[src/rtl/cva6_cfg_discovery_slave.sv]
// cva6_cfg_discovery_slave: read-only req/gnt/rvalid window serving the elaborated CVA6 configuration words.
package config_pkg;
  typedef enum logic [1:0] {WB = 2'd0, WT = 2'd1, HPDCACHE = 2'd2} cache_type_t;
  typedef struct packed {
    logic RVA, RVB, RVC, RVD, RVF, RVH, RVV, RVS, RVU, RVZCB, RVZCMP, RVZCMT, RVZiCond;
    logic CvxifEn, MmuPresent, DebugEn;
    int unsigned XLEN;
    int unsigned IcacheByteSize, IcacheSetAssoc, IcacheLineWidth;
    int unsigned DcacheByteSize, DcacheSetAssoc, DcacheLineWidth;
    cache_type_t DCacheType;
    int unsigned NrNonIdempotentRules, NrExecuteRegionRules, NrCachedRegionRules;
    int unsigned NrPMPEntries, NrScoreboardEntries;
    logic [63:0] HaltAddress, ExceptionAddress;
    logic [15:0][63:0] NonIdempotentAddrBase, NonIdempotentLength;
    logic [15:0][63:0] ExecuteRegionAddrBase, ExecuteRegionLength;
    logic [15:0][63:0] CachedRegionAddrBase, CachedRegionLength;
  } cva6_cfg_t;
  localparam cva6_cfg_t cva6_cfg_empty = '0;
endpackage

module cva6_cfg_discovery_slave #(
  parameter config_pkg::cva6_cfg_t CVA6Cfg = config_pkg::cva6_cfg_empty,
  parameter int unsigned AddrWidth = 12,
  parameter logic [63:0] Magic = 64'h4356_4136_4346_4730
) (
  input  logic                 clk_i,
  input  logic                 rst_ni,
  input  logic                 req_i,
  input  logic                 we_i,
  input  logic [AddrWidth-1:0] addr_i,
  output logic                 gnt_o,
  output logic                 rvalid_o,
  input  logic                 rready_i,
  output logic [63:0]          rdata_o,
  output logic                 err_o,
  output logic [31:0]          rd_cnt_o
);
  typedef enum logic {Idle, Resp} state_e;
  // Rule slots beyond the configured count read as empty, so mask them at elaboration.
  function automatic logic [15:0][63:0] live(input logic [15:0][63:0] t, input int unsigned n);
    logic [15:0][63:0] r;
    r = '0;
    for (int unsigned i = 0; i < 16; i++) if (i < n) r[i] = t[i];
    return r;
  endfunction
  localparam logic [15:0][63:0] NiBase = live(CVA6Cfg.NonIdempotentAddrBase, CVA6Cfg.NrNonIdempotentRules);
  localparam logic [15:0][63:0] NiLen  = live(CVA6Cfg.NonIdempotentLength, CVA6Cfg.NrNonIdempotentRules);
  localparam logic [15:0][63:0] ExBase = live(CVA6Cfg.ExecuteRegionAddrBase, CVA6Cfg.NrExecuteRegionRules);
  localparam logic [15:0][63:0] ExLen  = live(CVA6Cfg.ExecuteRegionLength, CVA6Cfg.NrExecuteRegionRules);
  localparam logic [15:0][63:0] CaBase = live(CVA6Cfg.CachedRegionAddrBase, CVA6Cfg.NrCachedRegionRules);
  localparam logic [15:0][63:0] CaLen  = live(CVA6Cfg.CachedRegionLength, CVA6Cfg.NrCachedRegionRules);
  localparam logic [63:0] Isa = {8'(CVA6Cfg.XLEN), 40'd0, CVA6Cfg.DebugEn, CVA6Cfg.MmuPresent,
    CVA6Cfg.CvxifEn, CVA6Cfg.RVZiCond, CVA6Cfg.RVZCMT, CVA6Cfg.RVZCMP, CVA6Cfg.RVZCB, CVA6Cfg.RVU,
    CVA6Cfg.RVS, CVA6Cfg.RVV, CVA6Cfg.RVH, CVA6Cfg.RVF, CVA6Cfg.RVD, CVA6Cfg.RVC, CVA6Cfg.RVB, CVA6Cfg.RVA};
  localparam logic [63:0] Icache = {8'd0, 16'(CVA6Cfg.IcacheLineWidth), 8'(CVA6Cfg.IcacheSetAssoc),
    32'(CVA6Cfg.IcacheByteSize)};
  localparam logic [63:0] Dcache = {8'(CVA6Cfg.DCacheType), 16'(CVA6Cfg.DcacheLineWidth),
    8'(CVA6Cfg.DcacheSetAssoc), 32'(CVA6Cfg.DcacheByteSize)};
  localparam logic [63:0] Counts = {24'd0, 8'(CVA6Cfg.NrScoreboardEntries), 8'(CVA6Cfg.NrPMPEntries),
    8'(CVA6Cfg.NrCachedRegionRules), 8'(CVA6Cfg.NrExecuteRegionRules), 8'(CVA6Cfg.NrNonIdempotentRules)};
  localparam logic [7:0][63:0] Basic = {64'd0, CVA6Cfg.ExceptionAddress, CVA6Cfg.HaltAddress, Counts,
    Dcache, Icache, Isa, Magic};
  logic [AddrWidth-9:0] pg;
  logic [3:0] idx;
  logic hit, acc, err_c;
  logic [63:0] word_c, rule_c;
  state_e state_q, state_d;
  logic [63:0] rdata_q, rdata_d;
  logic err_q, err_d;
  logic [31:0] cnt_q, cnt_d;
  assign pg = addr_i[AddrWidth-1:8];
  assign idx = addr_i[7:4];
  assign hit = (pg == '0) ? (addr_i[7:3] < 5'd7) : (pg <= (AddrWidth-8)'(3));
  assign err_c = we_i | (|addr_i[2:0]) | ~hit;
  assign rule_c = (pg == (AddrWidth-8)'(1)) ? (addr_i[3] ? NiLen[idx] : NiBase[idx])
                : (pg == (AddrWidth-8)'(2)) ? (addr_i[3] ? ExLen[idx] : ExBase[idx])
                : (addr_i[3] ? CaLen[idx] : CaBase[idx]);
  assign word_c = err_c ? '0 : (pg == '0) ? Basic[addr_i[5:3]] : rule_c;
  assign gnt_o = (state_q == Idle) | rready_i;
  assign acc = req_i & gnt_o;
  always_comb begin
    state_d = acc ? Resp : (rready_i ? Idle : state_q);
    rdata_d = acc ? word_c : rdata_q;
    err_d = acc ? err_c : err_q;
    cnt_d = cnt_q + 32'(acc & ~err_c & ~&cnt_q);
  end
  always_ff @(posedge clk_i or negedge rst_ni) begin
    if (!rst_ni) begin
      state_q <= Idle;
      rdata_q <= '0;
      err_q <= 1'b0;
      cnt_q <= '0;
    end else begin
      state_q <= state_d;
      rdata_q <= rdata_d;
      err_q <= err_d;
      cnt_q <= cnt_d;
    end
  end
  assign rvalid_o = state_q == Resp;
  assign rdata_o = rdata_q;
  assign err_o = err_q;
  assign rd_cnt_o = cnt_q;
endmodule

[config.mk]
export PLATFORM = sky130hd
export DESIGN_NAME = cva6_cfg_discovery_slave
export DESIGN_NICKNAME = d
export VERILOG_FILES = /design/src/rtl/cva6_cfg_discovery_slave.sv
export SDC_FILE = /design/constraint.sdc
export NUM_CORES = 1
export LEC_CHECK = 0
export BUFFER_PORTS_ARGS = -buffer_cell sky130_fd_sc_hd__buf_2
export CAP_MARGIN = 20
export CORE_MARGIN = 8
export CORE_UTILIZATION = 25
export DETAILED_ROUTE_END_ITERATION = 10
export SLEW_MARGIN = 30
export SYNTH_ARGS = -nofsm -noshare
export SYNTH_HDL_FRONTEND = slang
export SYNTH_SLANG_ARGS = --single-unit
[constraint.sdc]
create_clock -name clk_i -period 3.1 [get_ports clk_i]
set_clock_uncertainty 0.1 [all_clocks]
set_input_delay 0 -clock clk_i [delete_from_list [all_inputs] [get_ports clk_i]]
set_output_delay 0 -clock clk_i [all_outputs]
set_load 0.02 [all_outputs]
# Word-level counts from Yosys, hierarchy flattened
# Memory sizes are Yosys's and may differ from the RTL's.
# Cells that the tools add are included.
# totals
latchBits	0
elab_cells	32
in_bits	17
register_bits	98
ramBits	0
mem_bits_ro	1536
mem_count	2
# memory_table
memory	words	word_bits	read_ports	rd_ports_with_merged_regs	wr	line_no	rtl
(no name shown)	16	64	1	0	0	77	: (addr_i[3] ? CaLen[idx] : CaBase[idx]);
(no name shown)	8	64	1	0	0	78	assign word_c = err_c ? '0 : (pg == '0) ? Basic[addr_i[5:3]] : rule_c;
# op_classes
multipliers	0
addsub	1
bitwise	9
n_reduce_logical	5
order_cmp	4
n_div	0
shift	0
eq_ne	0
muxes	7
# ops
op	count
two-way mux 64 bit	4
adder 32 bit	1
bitwise AND 1 x 32 -> 32 bit	1
bitwise AND 32 x 1 -> 32 bit	1
NOT 1 -> 32 bit	1
AND reduction 32 bit	1
less-than comparator 4 x 5 -> 1 bit (second input constant)	1
less-than comparator 5 x 3 -> 1 bit (second input constant)	1
<= comparator 4 x 2 -> 1 bit (second input constant)	1
logical NOT 4 bit	1
less-than comparator 3 x 4 -> 1 bit (second input constant)	1
two-way mux 1 bit	3
bitwise OR 1 bit	3
OR reduction 3 bit	1
NOT 1 bit	2
nonzero test 2 bit	1
bitwise AND 1 bit	1
logical NOT 1 bit	1

# Logic depth before layout (Yosys ltp)
# Gate-level depths: netlist of the first run.
# logic_depth
ltp_word	8
depth_mapped	11
ltp_nobuf	9

# Least setup slack after synthesis of the first run
# No wires, ideal clock.
# synth_timing
kind	register to register
startpoint	reg cnt_q[13], in the netlist rd_cnt_o[13]
endpoint	reg cnt_q[30], in the netlist rd_cnt_o[30]
t_required_ns	2.920
path_slack_ns	0.400
setup_ns	0.080
synth_period_minus_slack_ns	2.700
stages_incl_launch_ff	11
t_arrival_ns	2.520
path_cell_list	dfrtp_1 nand4_1 nor3_1 nand2_1 o41a_1 ha_1 ha_1 and4_1 clkbuf_1 nand4b_1 xnor2_1
# synth_between
elab_chain_cells	4
# synth_rtl
element	line_no	rtl
start, declared	70	logic [31:0] cnt_q, cnt_d;
start signal, assigned	97	cnt_q <= cnt_d;
AND reduction 32 bit	85	cnt_d = cnt_q + 32'(acc & ~err_c & ~&cnt_q);
logical NOT 1 bit	85	
bitwise AND 32 x 1 -> 32 bit	85	
adder 32 bit (*)	85	
via cnt_d[30]	70	
# The timed path passes the listed nets; every way through them passes the cells marked *.
# A chain may end at the register's enable or synchronous reset.

# Final worst setup path of the first run
# layout_timing
startpoint	reg state_q, in the netlist rvalid_o
endpoint	reg cnt_q[17], in the netlist rd_cnt_o[17]
# layout_between
elab_chain_cells	6
# layout_rtl
element	line_no	rtl
start, declared	67	state_e state_q, state_d;
start signal, assigned	89	state_q <= Idle;
start signal, assigned	94	state_q <= state_d;
NOT 1 bit	79	assign gnt_o = (state_q == Idle) | rready_i;
bitwise OR 1 bit	79	
bitwise AND 1 bit	80	assign acc = req_i & gnt_o;
bitwise AND 1 x 32 -> 32 bit	85	
bitwise AND 32 x 1 -> 32 bit	85	
adder 32 bit	85	
via cnt_d[17]	70	
# The timed path passes the listed nets, and every way through them passes these cells.

==> reports/qor.txt, run 1 <==
status -> completed
fin crit share -> 87.6%
total grt overflow -> 0
Routed WL per cell -> 13.8 um
synth cell count leaders -> 65 x buf_4, 35 x dfrtp_1, 24 x xnor2_1
worst setup margin -> 386 ps
crit path launch type -> register
WS Path Type -> register to register
worst path cell trace -> nand2b_1 > nand4_1 > a21oi_1 > o41a_1 > ha_1 > nand3_1 > nor3_1 > nand3_1 > xnor2_1
Syn-to-layout area delta -> 14.3%
Max Freq -> 368 MHz
syn avg cell area -> 9.84 um^2
Final setup violation count -> 0
buffers plus inverters on the worst setup path -> 0
setup tns final -> 0 ps
Gate Count Post-Synth -> 213
I/O Buffers -> 76
Syn Std Cell Area -> 2100 um^2
CTS tree -> done
share of cells above drive strength 1 -> 31.0%
RePlAce Congestion -> 0.765
post-cts sizing count -> 0
Reg clk slew, reported paths -> 70 ps
most frequent CP cell -> nand3_1
crit-path max FO -> 6
Remaining DRCs -> 0
root buf cell -> clkbuf_8
Die ar. -> 11600 um^2
hpwl dp -> 4120 um
Hold-fix buffers, CTS -> 5
RSZ-0062 raised after global routing -> no
Top FF cell, synth -> dfrtp_1
die height -> 108 um
ant diodes -> 0
cell family with most CP delay -> simple AND/OR/NAND/NOR gates
DR vias -> 1548
nets@finish -> 292
leading post-synthesis cells by cell area -> dfrtp_1 42%, buf_4 23%, xnor2_1 10%
Rel. slew slack -> 44.7%
Place WS -> 401 ps
max_cap viols -> 0
Boundary Pins -> 116
Core Area -> 8180 um^2
Post-Route WL -> 5240 um
Final Max Tran Viols -> 0
clock sinks -> 35
Final min period -> 2710 ps
largest net degree at the start of global routing -> 36
vias in the first global route -> 1524
Worst EP required -> 3180 ps
DRT antenna net count -> 0
clk_lat worst skew -> 290 ps
Seq/Total Area, Yosys -> 41.8%
Rows -> 33
worst slew pin tran -> 824 ps
clock buffer depth -> 2
first-pass GRT wire length -> 8040 um
H-tree depth -> 2
initial antenna violation count -> 0
Yosys top cell area share -> 41.8%
Post-synth EDFFs -> 0
Detailed Routing Iterations Pass 1 -> 4
synthesized flop and latch total -> 35
Synth Warn # -> 0
Hold Fails Final Rpt -> 0
Worst Path Arrival -> 2790 ps
Worst path slowest cell -> nor3_1
Tot GR Track Use -> 8.84%
Post-CTS Setup Repair Bufs -> 0
chip width -> 108 um
Pleak -> 1.28 nW
Critical Path End Type -> register
Unique masters post-synth -> 24
starting density of the core -> 25.6%
async set or reset register ratio after synthesis -> 100%
vias per std cell -> 4.08
CP max stage delay -> 690 ps
initial DRC count -> 60
count leader, synth -> buf_4
area leader, netlist -> dfrtp_1
CTS Buf Count -> 5
HP Class -> input pin to register
VDD IR-drop max -> 108 uV
Power Density -> 365 nW/um^2
[layout by cell type (no fill, tap or decap), drive strengths merged, types with 5 or more instances in the layout]
cell type    Yosys  layout
buf             65      77
xor2             6       6
dlygate4sd3      0       5
conb             1      39
dfrtp           35      35
clkbuf           2       5
nand3           11      11
xnor2           24      24
nand4           19      19
nand2           13      13
nor2             7       7
nor3             6       6
[worst paths after layout]
kind                              startpoint      endpoint  slack, ps  cells past startpoint
min in group asynchronous             rst_ni  rd_cnt_o[26]        220                      2
max in group asynchronous             rst_ni   rd_cnt_o[6]       2190                      2
worst max register to register      rvalid_o  rd_cnt_o[17]        390                      9
worst max-delay path                rvalid_o  rd_cnt_o[17]        390                      9
worst min register to register  rd_cnt_o[30]  rd_cnt_o[30]        410                      1
worst min-delay path                    we_i         err_o         10                      5
[registers in the layout (all words and copies together), names as in the netlist]
name	count
err_o	1
rd_cnt_o	32
rdata_o	1
rvalid_o	1
[tightest hold or removal path, cell delays in order]
cell	delay, ps
buf_2	80
nor4_1	40
nand4_1	80
a21oi_1	70
nor2_1	100
[kinds of logic (layout without fill, tap and decap cells)]
family | Yosys count | count (layout) | share of synthesized area, %
AND/OR/NAND/NOR | 70 | 70 | 18.1
XOR/XNOR | 30 | 30 | 12.5
buffers and inverters | 70 | 93 | 24.2
AO/OA/AOI/OAI | 5 | 5 | 1.97
other | 1 | 39 | 0.179
adder cells (fa/ha/maj) | 2 | 2 | 1.19
flip-flops | 35 | 35 | 41.8
[per-stage QoR]
stage / util, % / instance area (um^2) / power, W / instances / hold WS, ps
2_1_floorplan: - / 2240 / 0.000564 / 251 / -396
3_3_place_gp: 27.7 / 2260 / 0.000555 / 366 / 34.2
3_5_place_dp: 27.7 / 2260 / 0.000556 / 366 / 32.7
4_1_cts: 29.3 / 2400 / 0.000888 / 379 / 4.41
5_1_grt: 29.3 / 2400 / 0.000923 / 379 / 19.7
6_report: 29.3 / 2400 / 0.000874 / 379 / 13.6
[area by class of cell]
cell class	count	area [um^2]
clock buffers	5	68.8
inverters	3	11.3
multi-input cells	146	856
clock inverters	3	15.0
fillers	871	5780
repair buffers	82	438
well taps	105	131
flip-flops and latches	35	876
[per-layer routing]
layer	GRT usage [%]	wire length, um	vias up
li1	-	-	746
met1	9.25	1950	735
met2	15.3	2670	60
met3	3.59	545	7
met4	3.77	77	0
met5	0	0	-
[report_power, final]
group / switching [W] / internal [W] / leakage [nW]
Combinational: 0.0000698 / 0.0000180 / 0.754
Clock: 0.000168 / 0.000154 / 0.0477
Sequential: 0.00000408 / 0.000461 / 0.480
(Power assumes the default switching activity.)
==> run 2: changes to the inputs <==
- CELL_PAD_IN_SITES_DETAIL_PLACEMENT: unset -> 1
- CELL_PAD_IN_SITES_GLOBAL_PLACEMENT: unset -> 2
- PLACE_DENSITY_LB_ADDON: unset -> 0.1
- clock period: 3.1 -> 3.3 ns (I/O delays scaled with it)
==> reports/qor.txt, run 2 (synthesis gave the netlist of run 1 again) <==
total grt overflow -> 0 (unchanged)
status -> completed
commonest non-fill, non-tap cell in the layout -> buf_2
die height -> 108 um (unchanged)
clock buffer depth -> 2 (unchanged)
starting density of the core -> 25.6% (unchanged)
fillcell total -> 1004 (+15%)
max reg flops -> 32 (unchanged)
Rel. slew slack -> 44.7% (+0.068 points)
Rows -> 33 (unchanged)
most frequent cells in the layout -> 76 x buf_2, 39 x conb_1, 35 x dfrtp_1, 24 x xnor2_1, 19 x nand4_1
DR vias -> 1592 (+2.8%)
ant diodes -> 0 (unchanged)
Critical Path End Type -> register
Place WS -> 605 ps (+204 ps)
Boundary Pins -> 116 (unchanged)
vias per std cell -> 4.17 (+2.0%)
Post-Route WL -> 5750 um (+9.7%)
Final min period -> 2670 ps (-41.2 ps)
share of cells above drive strength 1 -> 31.4% (+0.39 points)
Detailed Routing Iterations Pass 1 -> 4 (unchanged)
Final Max Tran Viols -> 0 (unchanged)
crit-path max FO -> 6 (unchanged)
vias in the first global route -> 1723 (+13%)
post-cts sizing count -> 0 (unchanged)
Syn-to-layout area delta -> 16.2%
CTS Buf Count -> 5 (unchanged)
Die ar. -> 11600 um^2 (unchanged)
DRT antenna net count -> 0 (unchanged)
HP Class -> input pin to register
CTS tree -> done
Worst Path Arrival -> 2740 ps (-50 ps)
root buf cell -> clkbuf_8
RSZ-0062 raised after global routing -> no
Worst EP required -> 3370 ps (+190 ps)
Hold Slack -> 17.3 ps (+3.72 ps)
Hold-fix buffers, CTS -> 5 (unchanged)
Reg clk slew, reported paths -> 80 ps (about the same)
hpwl dp -> 4450 um (+7.9%)
initial DRC count -> 43 (-28%)
WS Path Type -> register to register
I/O Buffers -> 76 (unchanged)
VDD IR-drop max -> 101 uV (-6.6%)
fin crit share -> 81.0% (-6.6 points)
crit path launch type -> register
Tot GR Track Use -> 9.92% (+1.1 points)
initial antenna violation count -> 0 (unchanged)
max_cap viols -> 0 (unchanged)
chip width -> 108 um (unchanged)
Final setup violation count -> 0 (unchanged)
Pleak -> 1.30 nW (+1.6%)
worst slew pin tran -> 829 ps (+5.32 ps)
Post-CTS Setup Repair Bufs -> 0 (unchanged)
clock sinks -> 35 (unchanged)
largest net degree at the start of global routing -> 36 (unchanged)
Core Area -> 8180 um^2 (unchanged)
Power Density -> 355 nW/um^2 (-2.6%)
nets@finish -> 295 (+1.0%)
RePlAce Congestion -> 0.703 (-8.2%)
setup tns final -> 0 ps (unchanged)
first-pass GRT wire length -> 9070 um (+13%)
H-tree depth -> 2 (unchanged)
Hold Fails Final Rpt -> 0 (unchanged)
Max Freq -> 374 MHz (+1.5%)
worst setup margin -> 627 ps (+241 ps)
Remaining DRCs -> 0 (unchanged)
Routed WL per cell -> 15.0 um (+8.8%)
clk_lat worst skew -> 290 ps (about the same)
## run 2: changes by cell type in the layout (fill, tap and decap cells not counted)
| cell | previous run | this run |
|---|---|---|
| clkinv_2 | 3 | 0 |
| buf_4 | 1 | 4 |
| clkbuf_1 | 0 | 1 |
| clkbuf_8 | 5 | 7 |
## run 2: metal layers
metal / up-vias / global-route usage [%] / routed length, um
li1: 752 / - / -
met1: 765 / 11.4 / 2350
met2: 69 / 16.8 / 2820
met3: 6 / 2.99 / 479
met4: 0 / 4.16 / 94
met5: - / 0 / 0
## run 2: final timing paths
path                              startpoint           end  slack (ps)  depth (start not counted)
worst min-delay path               addr_i[3]   rdata_o[57]          20                          3
max in group asynchronous             rst_ni  rd_cnt_o[25]        2330                          2
min in group asynchronous             rst_ni  rd_cnt_o[30]         250                          2
worst min register to register  rd_cnt_o[30]  rd_cnt_o[30]         400                          1
worst max-delay path                rvalid_o  rd_cnt_o[19]         630                          8
worst max register to register      rvalid_o  rd_cnt_o[19]         630                          8
## run 2: through the flow
stage          utilization (%)  power [W]  cell area [um^2]  instances
2_1_floorplan                -   0.000530              2240        251
3_3_place_gp              27.9   0.000522              2280        369
3_5_place_dp              27.9   0.000523              2280        369
4_1_cts                   29.8   0.000883              2430        382
5_1_grt                   29.8   0.000905              2430        382
6_report                  29.8   0.000865              2430        382
## run 2: power breakdown
group          internal (W)  switching (W)
clock network      0.000191       0.000156
logic             0.0000167      0.0000652
registers          0.000433     0.00000404
total              0.000640       0.000225
## run 2: area by class of cell
type / instances / area (um^2) / share of cell area, %
tap: 105 / 131 / 5.40
timing repair buffer: 85 / 460 / 18.9
clock buffer: 8 / 100 / 4.11
sequential: 35 / 876 / 36.0
inverter: 3 / 11.3 / 0.462
multi-input combinational: 146 / 856 / 35.1
## run 2: worst max-delay path, stage by stage, from the launching register on
cell and delay (ps):
dfrtp_1 380, nand2b_1 160, nand4_1 120, a21oi_1 320
o41a_1 220, ha_1 230, and4_1 390, or4b_1 490
xnor2_1 140
